$ cat src/rtl/spi_flash_pkg.sv
// Shared opcodes, status-register bit positions and FSM encoding for the
// SPI flash responder.
package spi_flash_pkg;

    localparam logic [7:0] OP_RDID = 8'h9F;
    localparam logic [7:0] OP_RDSR = 8'h05;
    localparam logic [7:0] OP_RDCR = 8'h15;
    localparam logic [7:0] OP_WREN = 8'h06;
    localparam logic [7:0] OP_WRDI = 8'h04;
    localparam logic [7:0] OP_READ = 8'h03;
    localparam logic [7:0] OP_PP   = 8'h02;
    localparam logic [7:0] OP_SE   = 8'h20;

    localparam int SR_WIP = 0;
    localparam int SR_WEL = 1;

    typedef enum logic [2:0] {
        ST_IDLE,
        ST_CMD,
        ST_ADDR,
        ST_DIN,
        ST_DOUT,
        ST_IGNORE,
        ST_SWEEP
    } state_t;

endpackage

$ cat src/rtl/spi_edge_sync.sv
// Brings cs_n/sclk/si into the clk domain and produces single-cycle edge strobes.
// cs_n rises are only accepted after three consecutive synchronized high samples.
module spi_edge_sync (
    input  logic clk,
    input  logic rst_n,
    input  logic cs_n,
    input  logic sclk,
    input  logic si,
    output logic sclk_rise,
    output logic sclk_fall,
    output logic cs_fall,
    output logic cs_rise,
    output logic si_s,
    output logic cs_s
);
    logic [1:0] cs_sync;
    logic [1:0] sclk_sync;
    logic [1:0] si_sync;
    logic       sclk_d;
    logic       cs_filt;
    logic       cs_filt_d;
    logic [1:0] hi_cnt;

    always_ff @(posedge clk or negedge rst_n) begin
        if (!rst_n) begin
            cs_sync   <= 2'b11;
            sclk_sync <= '0;
            si_sync   <= '0;
            sclk_d    <= 1'b0;
            cs_filt   <= 1'b1;
            cs_filt_d <= 1'b1;
            hi_cnt    <= '0;
        end else begin
            cs_sync   <= {cs_sync[0], cs_n};
            sclk_sync <= {sclk_sync[0], sclk};
            si_sync   <= {si_sync[0], si};
            sclk_d    <= sclk_sync[1];
            cs_filt_d <= cs_filt;
            // Deselect is glitch-filtered; select takes effect immediately.
            if (!cs_sync[1]) begin
                cs_filt <= 1'b0;
                hi_cnt  <= '0;
            end else if (!cs_filt) begin
                if (hi_cnt == 2'd2) cs_filt <= 1'b1;
                else                hi_cnt  <= hi_cnt + 2'd1;
            end
        end
    end

    assign sclk_rise = sclk_sync[1] & ~sclk_d;
    assign sclk_fall = ~sclk_sync[1] & sclk_d;
    assign cs_fall   = cs_filt_d & ~cs_filt;
    assign cs_rise   = ~cs_filt_d & cs_filt;
    assign si_s      = si_sync[1];
    assign cs_s      = cs_filt;

endmodule

$ cat src/rtl/spi_flash_responder.sv
// Single-lane SPI mode-0 flash target backed by a small byte array, answering
// RDID/RDSR/RDCR/WREN/WRDI/READ/PP/SE.
module spi_flash_responder
    import spi_flash_pkg::*;
#(
    parameter int          MEM_AW   = 8,
    parameter int          BUSY_CYC = 1024,
    parameter logic [23:0] ID_BYTES = 24'hC22017,
    parameter logic [7:0]  CR_INIT  = 8'h07
) (
    input  logic clk,
    input  logic rst_n,
    input  logic cs_n,
    input  logic sclk,
    input  logic si,
    output logic so,
    output logic so_oe,
    output logic wip,
    output logic wel
);
    localparam int                DEPTH     = 1 << MEM_AW;
    localparam int                BW        = $clog2(BUSY_CYC);
    localparam logic [MEM_AW-1:0] PAGE_MASK = MEM_AW'(8'hFF);

    logic sclk_rise, sclk_fall, cs_fall, cs_rise, si_s, cs_s;

    spi_edge_sync u_sync (
        .clk       (clk),
        .rst_n     (rst_n),
        .cs_n      (cs_n),
        .sclk      (sclk),
        .si        (si),
        .sclk_rise (sclk_rise),
        .sclk_fall (sclk_fall),
        .cs_fall   (cs_fall),
        .cs_rise   (cs_rise),
        .si_s      (si_s),
        .cs_s      (cs_s)
    );

    state_t            state, state_nxt;
    logic [MEM_AW-1:0] rx;
    logic              step;
    logic [2:0]        bit_cnt;
    logic [5:0]        tot_bits;
    logic [7:0]        opcode;
    logic [MEM_AW-1:0] idx, idx_pp_nxt, sweep_idx;
    logic              data_seen;
    logic [7:0]        tx_sh;
    logic [2:0]        tx_cnt;
    logic [1:0]        id_sel;
    logic [BW-1:0]     busy_cnt;
    logic [7:0]        mem [DEPTH];

    logic [7:0] sr, out_byte, cmd_op;
    logic       byte_done, addr_done, cmd_dout, cmd_addr, cmd_wr, blocked;
    logic       end_xfer, pp_commit, se_commit, prog_we;

    // Decisions run one clk after the sclk rise so rx already holds the new bit.
    always_comb begin
        sr          = '0;
        sr[SR_WIP]  = wip;
        sr[SR_WEL]  = wel;
        cmd_op      = rx[7:0];
        byte_done   = step && (bit_cnt == 3'd7);
        addr_done   = step && (tot_bits == 6'd31);
        cmd_dout    = (cmd_op == OP_RDID) || (cmd_op == OP_RDSR) || (cmd_op == OP_RDCR);
        cmd_addr    = (cmd_op == OP_READ) || (cmd_op == OP_PP) || (cmd_op == OP_SE);
        cmd_wr      = (cmd_op == OP_WREN) || (cmd_op == OP_WRDI);
        blocked     = wip && (cmd_op != OP_RDSR);
        end_xfer    = cs_rise && (state != ST_IDLE) && (state != ST_SWEEP);
        pp_commit   = end_xfer && (state == ST_DIN) && (opcode == OP_PP) && wel && data_seen;
        se_commit   = end_xfer && (state == ST_IGNORE) && (opcode == OP_SE) && wel
                      && (tot_bits == 6'd32);
        prog_we     = (state == ST_DIN) && byte_done && wel;
        idx_pp_nxt  = (idx & ~PAGE_MASK) | ((idx + 1'b1) & PAGE_MASK);
        case (opcode)
            OP_RDID: begin
                case (id_sel)
                    2'd0:    out_byte = ID_BYTES[23:16];
                    2'd1:    out_byte = ID_BYTES[15:8];
                    default: out_byte = ID_BYTES[7:0];
                endcase
            end
            OP_RDSR: out_byte = sr;
            OP_RDCR: out_byte = CR_INIT;
            default: out_byte = mem[idx];
        endcase
    end

    always_comb begin
        state_nxt = state;
        case (state)
            ST_IDLE: if (cs_fall) state_nxt = ST_CMD;
            ST_CMD: begin
                if (byte_done) begin
                    if (blocked)       state_nxt = ST_IGNORE;
                    else if (cmd_dout) state_nxt = ST_DOUT;
                    else if (cmd_addr) state_nxt = ST_ADDR;
                    else               state_nxt = ST_IGNORE;
                end
            end
            ST_ADDR: begin
                if (addr_done) begin
                    if (opcode == OP_READ)    state_nxt = ST_DOUT;
                    else if (opcode == OP_PP) state_nxt = ST_DIN;
                    else                      state_nxt = ST_IGNORE;
                end
            end
            ST_SWEEP: if (sweep_idx == '1) state_nxt = cs_s ? ST_IDLE : ST_CMD;
            default: ;
        endcase
        if (end_xfer) state_nxt = se_commit ? ST_SWEEP : ST_IDLE;
    end

    always_ff @(posedge clk or negedge rst_n) begin
        if (!rst_n) state <= ST_SWEEP;
        else        state <= state_nxt;
    end

    always_ff @(posedge clk or negedge rst_n) begin
        if (!rst_n) begin
            rx        <= '0;
            step      <= 1'b0;
            bit_cnt   <= '0;
            tot_bits  <= '0;
            opcode    <= '0;
            idx       <= '0;
            sweep_idx <= '0;
            data_seen <= 1'b0;
            tx_sh     <= '0;
            tx_cnt    <= '0;
            id_sel    <= '0;
            so        <= 1'b0;
            so_oe     <= 1'b0;
            wip       <= 1'b1;
            wel       <= 1'b0;
            busy_cnt  <= BW'(BUSY_CYC - 1);
        end else begin
            step <= sclk_rise;
            if (sclk_rise) rx <= {rx[MEM_AW-2:0], si_s};

            if (wip) begin
                if (busy_cnt == '0) wip      <= 1'b0;
                else                busy_cnt <= busy_cnt - 1'b1;
            end
            if (pp_commit || se_commit) begin
                wip      <= 1'b1;
                busy_cnt <= BW'(BUSY_CYC - 1);
                wel      <= 1'b0;
            end

            if (state == ST_SWEEP) sweep_idx <= sweep_idx + 1'b1;

            if (state == ST_IDLE || state == ST_SWEEP) begin
                bit_cnt   <= '0;
                tot_bits  <= '0;
                tx_cnt    <= '0;
                id_sel    <= '0;
                data_seen <= 1'b0;
                so        <= 1'b0;
                so_oe     <= 1'b0;
            end else begin
                if (step) begin
                    bit_cnt <= bit_cnt + 3'd1;
                    if (tot_bits != 6'h3F) tot_bits <= tot_bits + 6'd1;
                end
                if (state == ST_CMD && byte_done)
                    opcode <= ((cmd_dout || cmd_addr || cmd_wr) && !blocked) ? cmd_op : 8'h00;
                if (state == ST_ADDR && addr_done) idx <= rx;
                if (state == ST_DIN && byte_done) begin
                    idx       <= idx_pp_nxt;
                    data_seen <= 1'b1;
                end
                if (state == ST_DOUT && sclk_fall) begin
                    so_oe <= 1'b1;
                    if (tx_cnt == '0) begin
                        so     <= out_byte[7];
                        tx_sh  <= {out_byte[6:0], 1'b0};
                        tx_cnt <= 3'd7;
                        id_sel <= (id_sel == 2'd2) ? 2'd0 : id_sel + 2'd1;
                        if (opcode == OP_READ) idx <= idx + 1'b1;
                    end else begin
                        so     <= tx_sh[7];
                        tx_sh  <= {tx_sh[6:0], 1'b0};
                        tx_cnt <= tx_cnt - 3'd1;
                    end
                end
                if (end_xfer) begin
                    so_oe <= 1'b0;
                    if (opcode == OP_WREN && tot_bits == 6'd8) wel <= 1'b1;
                    if (opcode == OP_WRDI && tot_bits == 6'd8) wel <= 1'b0;
                end
            end
        end
    end

    always_ff @(posedge clk) begin
        if (state == ST_SWEEP) mem[sweep_idx] <= 8'hFF;
        else if (prog_we)      mem[idx]       <= mem[idx] & rx[7:0];
    end

endmodule

$ cat config.mk
export PLATFORM = sky130hd
export DESIGN_NAME = spi_flash_responder
export DESIGN_NICKNAME = d
export VERILOG_FILES = /design/src/rtl/spi_flash_pkg.sv /design/src/rtl/spi_edge_sync.sv /design/src/rtl/spi_flash_responder.sv
export SDC_FILE = /design/constraint.sdc
export NUM_CORES = 2
export LEC_CHECK = 0
export ABC_CLOCK_PERIOD_IN_PS = 13300
export CORE_ASPECT_RATIO = 0.75
export CORE_MARGIN = 3
export CORE_UTILIZATION = 46
export CTS_BUF_LIST = sky130_fd_sc_hd__clkbuf_4 sky130_fd_sc_hd__clkbuf_8
export CTS_CLUSTER_SIZE = 10
export DETAILED_ROUTE_END_ITERATION = 7
export RECOVER_POWER = 25
export REMOVE_ABC_BUFFERS = 1
export SLEW_MARGIN = 10
export SYNTH_ARGS = -nofsm -noshare
export SYNTH_HDL_FRONTEND = slang
export SYNTH_SLANG_ARGS = --single-unit
export TNS_END_PERCENT = 20
$ cat constraint.sdc
create_clock -name clk -period 13.3 [get_ports clk]
set_input_delay 1.995 -clock clk [delete_from_list [all_inputs] [get_ports clk]]
set_output_delay 1.995 -clock clk [all_outputs]
set_load 0.1 [all_outputs]
Word-level counts from Yosys, hierarchy flattened
Memories as Yosys holds them, arrays and structs flattened.
Cells that the tools add are included.
{ "op_classes": {"n_addsub": 8, "eq_ne": 40, "n_mux": 67, "bitwise_logic": 10, "n_reduce_logical": 52} }
{ "ops": {"columns": ["operator", "count"], "rows": [
  ["8-bit two-way mux", 9],
  ["8-bit by 3-bit == test with 1-bit output, second input constant", 6],
  ["3-bit two-way mux", 16],
  ["8-bit by 2-bit == test with 1-bit output, second input constant", 4],
  ["10-bit two-way mux", 3],
  ["1-bit two-way mux", 26],
  ["8-bit == test, second input constant", 3],
  ["8-bit one-hot mux with 3 select lines", 1],
  ["1-bit logical AND", 21],
  ["6-bit two-way mux", 3],
  ["8-bit by 1-bit adder with 8-bit output, second input constant", 2],
  ["8-bit by 5-bit == test with 1-bit output, second input constant", 2],
  ["8-bit by 6-bit == test with 1-bit output, second input constant", 2],
  ["8-bit one-hot mux with 2 select lines", 1],
  ["3-bit != test, second input constant", 5],
  ["2-bit two-way mux", 7],
  ["3-bit == test, second input constant", 4],
  ["3-bit one-hot mux with 4 select lines", 1],
  ["2-bit AND reduction", 6],
  ["2-bit nonzero test", 6],
  ["10-bit zero test", 1],
  ["10-bit by 1-bit subtractor with 10-bit output, second input constant", 1],
  ["1-bit logical OR", 9],
  ["8-bit AND", 1],
  ["24 further kinds", 37]
]} }
{ "word_totals": {"ff_bits": 84, "ram_bits": 2048, "input_bits": 5, "output_inout_bits": 4, "memories": 1} }
{ "memory_table": {"columns": ["name", "depth", "word_bits", "rd", "rd_clocked_by_memory_dff", "wr", "line", "rtl"], "rows": [
  ["mem", 256, 8, 1, 0, 1, "spi_flash_responder.sv:53", "logic [7:0] mem [DEPTH];"]
]} }

Longest topological paths before layout
{ "depth": {"depth_word": 14, "depth_mapped": 13, "ltp_nobuf": 9} }

Cells and area by module
Synthesis repeated with hierarchy kept, for this count alone.
{ "hier_totals": {"cells_unflattened": 4143, "area_unflattened_um2": 83900.5} }
{ "modules_own_cells": {"columns": ["mod", "instances", "cells_per_inst", "area_per_inst_um2", "seq_area_each_um2"], "rows": [
  ["spi_flash_responder", 1, 4119, 83532.6, 63317.0],
  ["spi_edge_sync", 1, 24, 367.9, 280.3]
]} }

Worst setup path after synthesis
OpenSTA, ideal clock, no wires.
{ "synth_timing": {"kind": "reg-to-reg", "start": "register idx[0]", "end": "memory mem[0][3], data pin", "setup_time_ns": 2.188, "arrival_time_ns": 12.073, "required_time_ns": 11.112, "setup_slack_ns": -0.961, "stages_incl_launch_ff": 14, "synth_period_minus_slack_ns": 14.261, "cell_sequence": "dfrtp_1 -> buf_6 -> buf_12 -> buf_8 -> buf_12 -> buf_6 -> buf_6 -> mux2i_1 -> o221ai_1 -> a21oi_1 -> a221o_1 -> a22oi_1 -> o32ai_1 -> o21ai_0"} }
{ "synth_between": {"elab_chain_cells": 3} }
{ "synth_rtl": {"columns": ["item", "line", "rtl"], "rows": [
  ["start: declaration", "spi_flash_responder.sv:47", "logic [MEM_AW-1:0] idx, idx_pp_nxt, sweep_idx;"],
  ["start signal: assignment", "spi_flash_responder.sv:170", "if (state == ST_ADDR && addr_done) idx <= rx;"],
  ["start signal: assignment", "spi_flash_responder.sv:172", "idx <= idx_pp_nxt;"],
  ["start signal: assignment", "spi_flash_responder.sv:182", "if (opcode == OP_READ) idx <= idx + 1'b1;"],
  ["memory read 256 x 8 bit", null, null],
  ["8-bit AND", "spi_flash_responder.sv:200", "else if (prog_we) mem[idx] <= mem[idx] & rx[7:0];"],
  ["8-bit two-way mux (no line)", null, null],
  ["end: declaration", "spi_flash_responder.sv:53", null]
]} }
No other way between the ends.

Worst setup path in the final report
{ "layout_timing": {"start": "register idx[0]", "end": "memory mem[219][1], data pin"} }
The elaborated chain is that of the path after synthesis.

==> results.md <==
- Outcome: complete, but fails checks
- Failing checks: max-capacitance violations, max-slew violations
- Min Hold Slack: 0.349 ns
- Synth area leaders: edfxtp_1 (73%), mux4_2 (14%), dfrtp_1 (2.0%)
- Synth Flop Type: edfxtp_1
- Area share of the leading cell type in the synthesized netlist: 72.9%
- Max Clock Skew: 0.0883 ns
- Crit path time final: 9.68 ns
- Reg2reg start: idx[0]
- Count of input and output buffers: 8
- Mapped Cells: 4154
- Met2 Wirelength: 93400 µm
- Slew Viols, Final: 174
- Peak Freq: 103 MHz
- FFs w/ async S/R, synth: 3.89%
- Dominant cell type by area after synthesis: edfxtp_1
- CTS tree: built
- Post-synthesis mux area share: 15.5%
- Warnings, synthesis: 0
- Initial antenna violation count: 12
- DRC Markers: 0
- RePlAce Congestion: 0.906
- VDD IR max: 0.0919 mV
- Hpwl dp: 139000 µm
- CTS Hold Bufs: 0
- Longest Clk Path Bufs: 4
- Crit path DAT: 10.36 ns
- Least-Margin Pin Slew: 3.51 ns
- Vias in the first global route: 42779
- Hold crit path type: reg -> reg
- Maximum number of pins on one net before global-route repair: 257
- Starting DRT DRC Count: 6542
- Worst-path maximum fanout: 75
- Die Height: 377 µm
- Clock share of power: 39.7%
- Capture point of the worst reg-to-reg path: mem[219][1]
- P_sw: 3.17 mW
- Critical path type: reg -> reg
- Clk sinks: 2131
- Post-CTS Setup Bufs: 0
- Seq/Total Area, Yosys: 75.4%
- Leak: 33.6 nW
- Share of power burned in registers: 54.3%
- Synthesized area: 84400 µm²
- CP Launch Type: flop
- Layout cells sized above 1: 25.6%
- Min-Delay Endpoint: u_sync.si_sync[1]
- Final setup violation count: 0
- Slack of the worst reg-to-reg path: 3.62 ns
- Post-synth EDFFs: 2048
- IO Pins: 9
- Post-DRT Antenna Nets: 0
- Clock Latency Late Sink: 1.06 ns
- Grt ovf: 0
- Largest family of logic cells by synthesized area: multiplexers
- WL met3: 28300 µm
- Clock root cell: clkbuf_8
- Die Wd: 501 µm
- All-Layer GR Usage: 24.5%
- CP Data Required Time: 13.98 ns
- DR vias: 43920
- Drt total wl: 231000 µm
- Yosys cell types: 80
- Post-Route Setup TNS: 0 ns
- Cells on worst reg2reg path: 11
- First-pass GRT wire length: 328000 µm
- Routed length per instance: 33.1 µm
- Xor/xnor share of the synthesized area: 0.197%
- Worst Hold Depth: 0
- Reg clk slew, reported paths: 0.07 ns
- CTS H-tree depth: 5
- Switching part of the total power: 23.3%
- Worst setup path start: idx[0]
- Util after Layout: 51.3%
- Synth Register Bits: 2131
- Die area: 189000 µm²
- Int Pwr: 10.4 mW
- Hold Vio Cnt, Final: 0
- Vias/cell: 6.29
- Power Dens Cells: 146 nW/µm²
- Complex-gate fraction of the synthesized area: 3.28%
- Worst Setup End Kind: flop
- Syn_area_per_cell: 20.3 µm²
- Final #Nets: 4355
- Post-Synth Adder-Cell Area: 0.148%
- RSZ-0062 raised after global routing: false
- Row cnt: 135
- Area Growth Syn to Fin: 10.3%
- Top sig layer: met5
- Synth Area in Simple Gates: 3.55%
- First-pass DRT Iterations: 6
- Max-slew headroom: -134%
- Core area: 181000 µm²
- Gate power share: 6.0%
- Max-capacitance violation count: 6
- Fin crit share: 72.7%
- TritonCTS buffer count: 335
- Initial Utilization: 46.5%
- HP Start: u_sync.si_sync[0]
- Post-CTS sizing: 0
- Metal1 wirelength: 102000 µm
[synth_stat cells, drive strengths merged, types with 10 or more instances]
| library cell | instances |
|---|---|
| edfxtp | 2048 |
| nor2 | 335 |
| a22o | 14 |
| o22ai | 27 |
| a211oi | 13 |
| ha | 10 |
| clkbuf | 102 |
| or3 | 23 |
| inv | 26 |
| o211ai | 11 |
| nand3 | 27 |
| o21ai | 66 |
| a21oi | 67 |
| dfrtp | 66 |
| dfstp | 17 |
| nand2 | 113 |
| o221ai | 22 |
| xnor2 | 14 |
| mux2i | 143 |
| a31oi | 14 |
| nand3b | 12 |
| a22oi | 71 |
| nor3 | 24 |
| a221oi | 16 |
| nand2b | 14 |
| mux2 | 19 |
| buf | 144 |
| or2 | 23 |
| mux4 | 509 |
| nor2b | 13 |
| and2 | 10 |
| and3 | 13 |
[through the flow]
step,instances,worst slack (ns),instance area [µm²],power [mW]
after floorplan,3908,-21.31,82900,8.13
after global placement,6398,6.39,86800,8.32
after detailed placement,6399,6.35,86800,8.32
after CTS,6965,6.29,93100,13.6
after global routing,6973,3.08,93100,14.0
final,6977,3.62,93100,13.6
[power by group through the flow]
stage / Sequential, mW / Clock (mW) / Combinational, mW
2_1_floorplan: 7.61 / 0 / 0.520
3_3_place_gp: 7.52 / 0 / 0.799
3_5_place_dp: 7.52 / 0 / 0.802
4_1_cts: 7.38 / 5.46 / 0.804
5_1_grt: 7.38 / 5.78 / 0.853
6_report: 7.38 / 5.39 / 0.817
[worst max-delay path by stage]
| stage | end | cells past startpoint |
|---|---|---|
| 2_1_floorplan | mem[0][3] | 6 |
| 3_3_place_gp | mem[228][1] | 11 |
| 3_5_place_dp | mem[228][1] | 11 |
| 4_1_cts | mem[185][1] | 11 |
| 5_1_grt | mem[219][1] | 11 |
| 6_report | mem[219][1] | 11 |
[state kept, by name, summed over array words and instances, names as in the netlist, 2 cells and up]
name and flops:
tx_cnt 3, opcode 8, u_sync.si_sync 2, sweep_idx 8
state 3, mem 2048, u_sync.hi_cnt 2, tot_bits 6
bit_cnt 3, tx_sh 7, cmd_op 8, busy_cnt 10
u_sync.cs_sync 2, u_sync.sclk_sync 2, idx 8, id_sel 2
[cells in the final DEF (no fill, tap or decap), types with 10 or more instances in the layout]
cell      instances
nor3_1           24
buf_4            65
clkbuf_8        346
nand3_1          27
mux4_2          509
clkbuf_1         12
o221ai_1         22
o211ai_1         11
a22o_1           14
buf_12           10
dfstp_2          15
inv_1            26
clkinv_1         75
diode_2          11
o21ai_0          55
xnor2_1          14
edfxtp_1       2048
a221oi_1         16
a211oi_1         12
dfrtp_1          61
or3_1            16
a31oi_1          14
clkbuf_4        104
nor2_1          333
or2_2            22
mux2_2           19
clkinv_2         25
a22oi_1          71
nand2_1         112
and3_1           13
a21oi_1          67
mux2i_1         143
nand3b_1         12
nor2b_1          10
o22ai_1          27
ha_1             10
nand2b_1         14
[layout make-up]
type | instances | area (µm²)
fillers | 14490 | 88300
flip-flops and latches | 2131 | 63600
clock buffers | 450 | 5540
clock inverters | 116 | 732
diodes | 11 | 27.5
inverters | 26 | 97.6
repair buffers | 95 | 808
multi-input cells | 1751 | 19300
well taps | 2397 | 3000
[metal layers]
metal | track usage (%) | vias to the layer above
met3 | 8.02 | 438
met1 | 38.8 | 23360
li1 | - | 17577
met5 | 0 | -
met2 | 32.0 | 2539
met4 | 7.28 | 6
[critical path, stage by stage (launching register included)]
cell and delay [ns]:
dfrtp_1 1.93, clkbuf_1 2.17, buf_4 0.69, mux4_2 0.31
mux2i_1 0.08, o21ai_0 0.59, o211ai_1 0.42, a21oi_1 0.33
o32ai_1 0.23, o21ai_4 0.78, buf_4 0.83, buf_4 0.74
[cell families after synthesis]
kind of cell,Yosys count
buf+inv,272
simple gates,655
fa+ha+maj,10
xor+xnor,19
mux,671
compound gates,396
flops,2131
(Power assumes the default switching activity.)
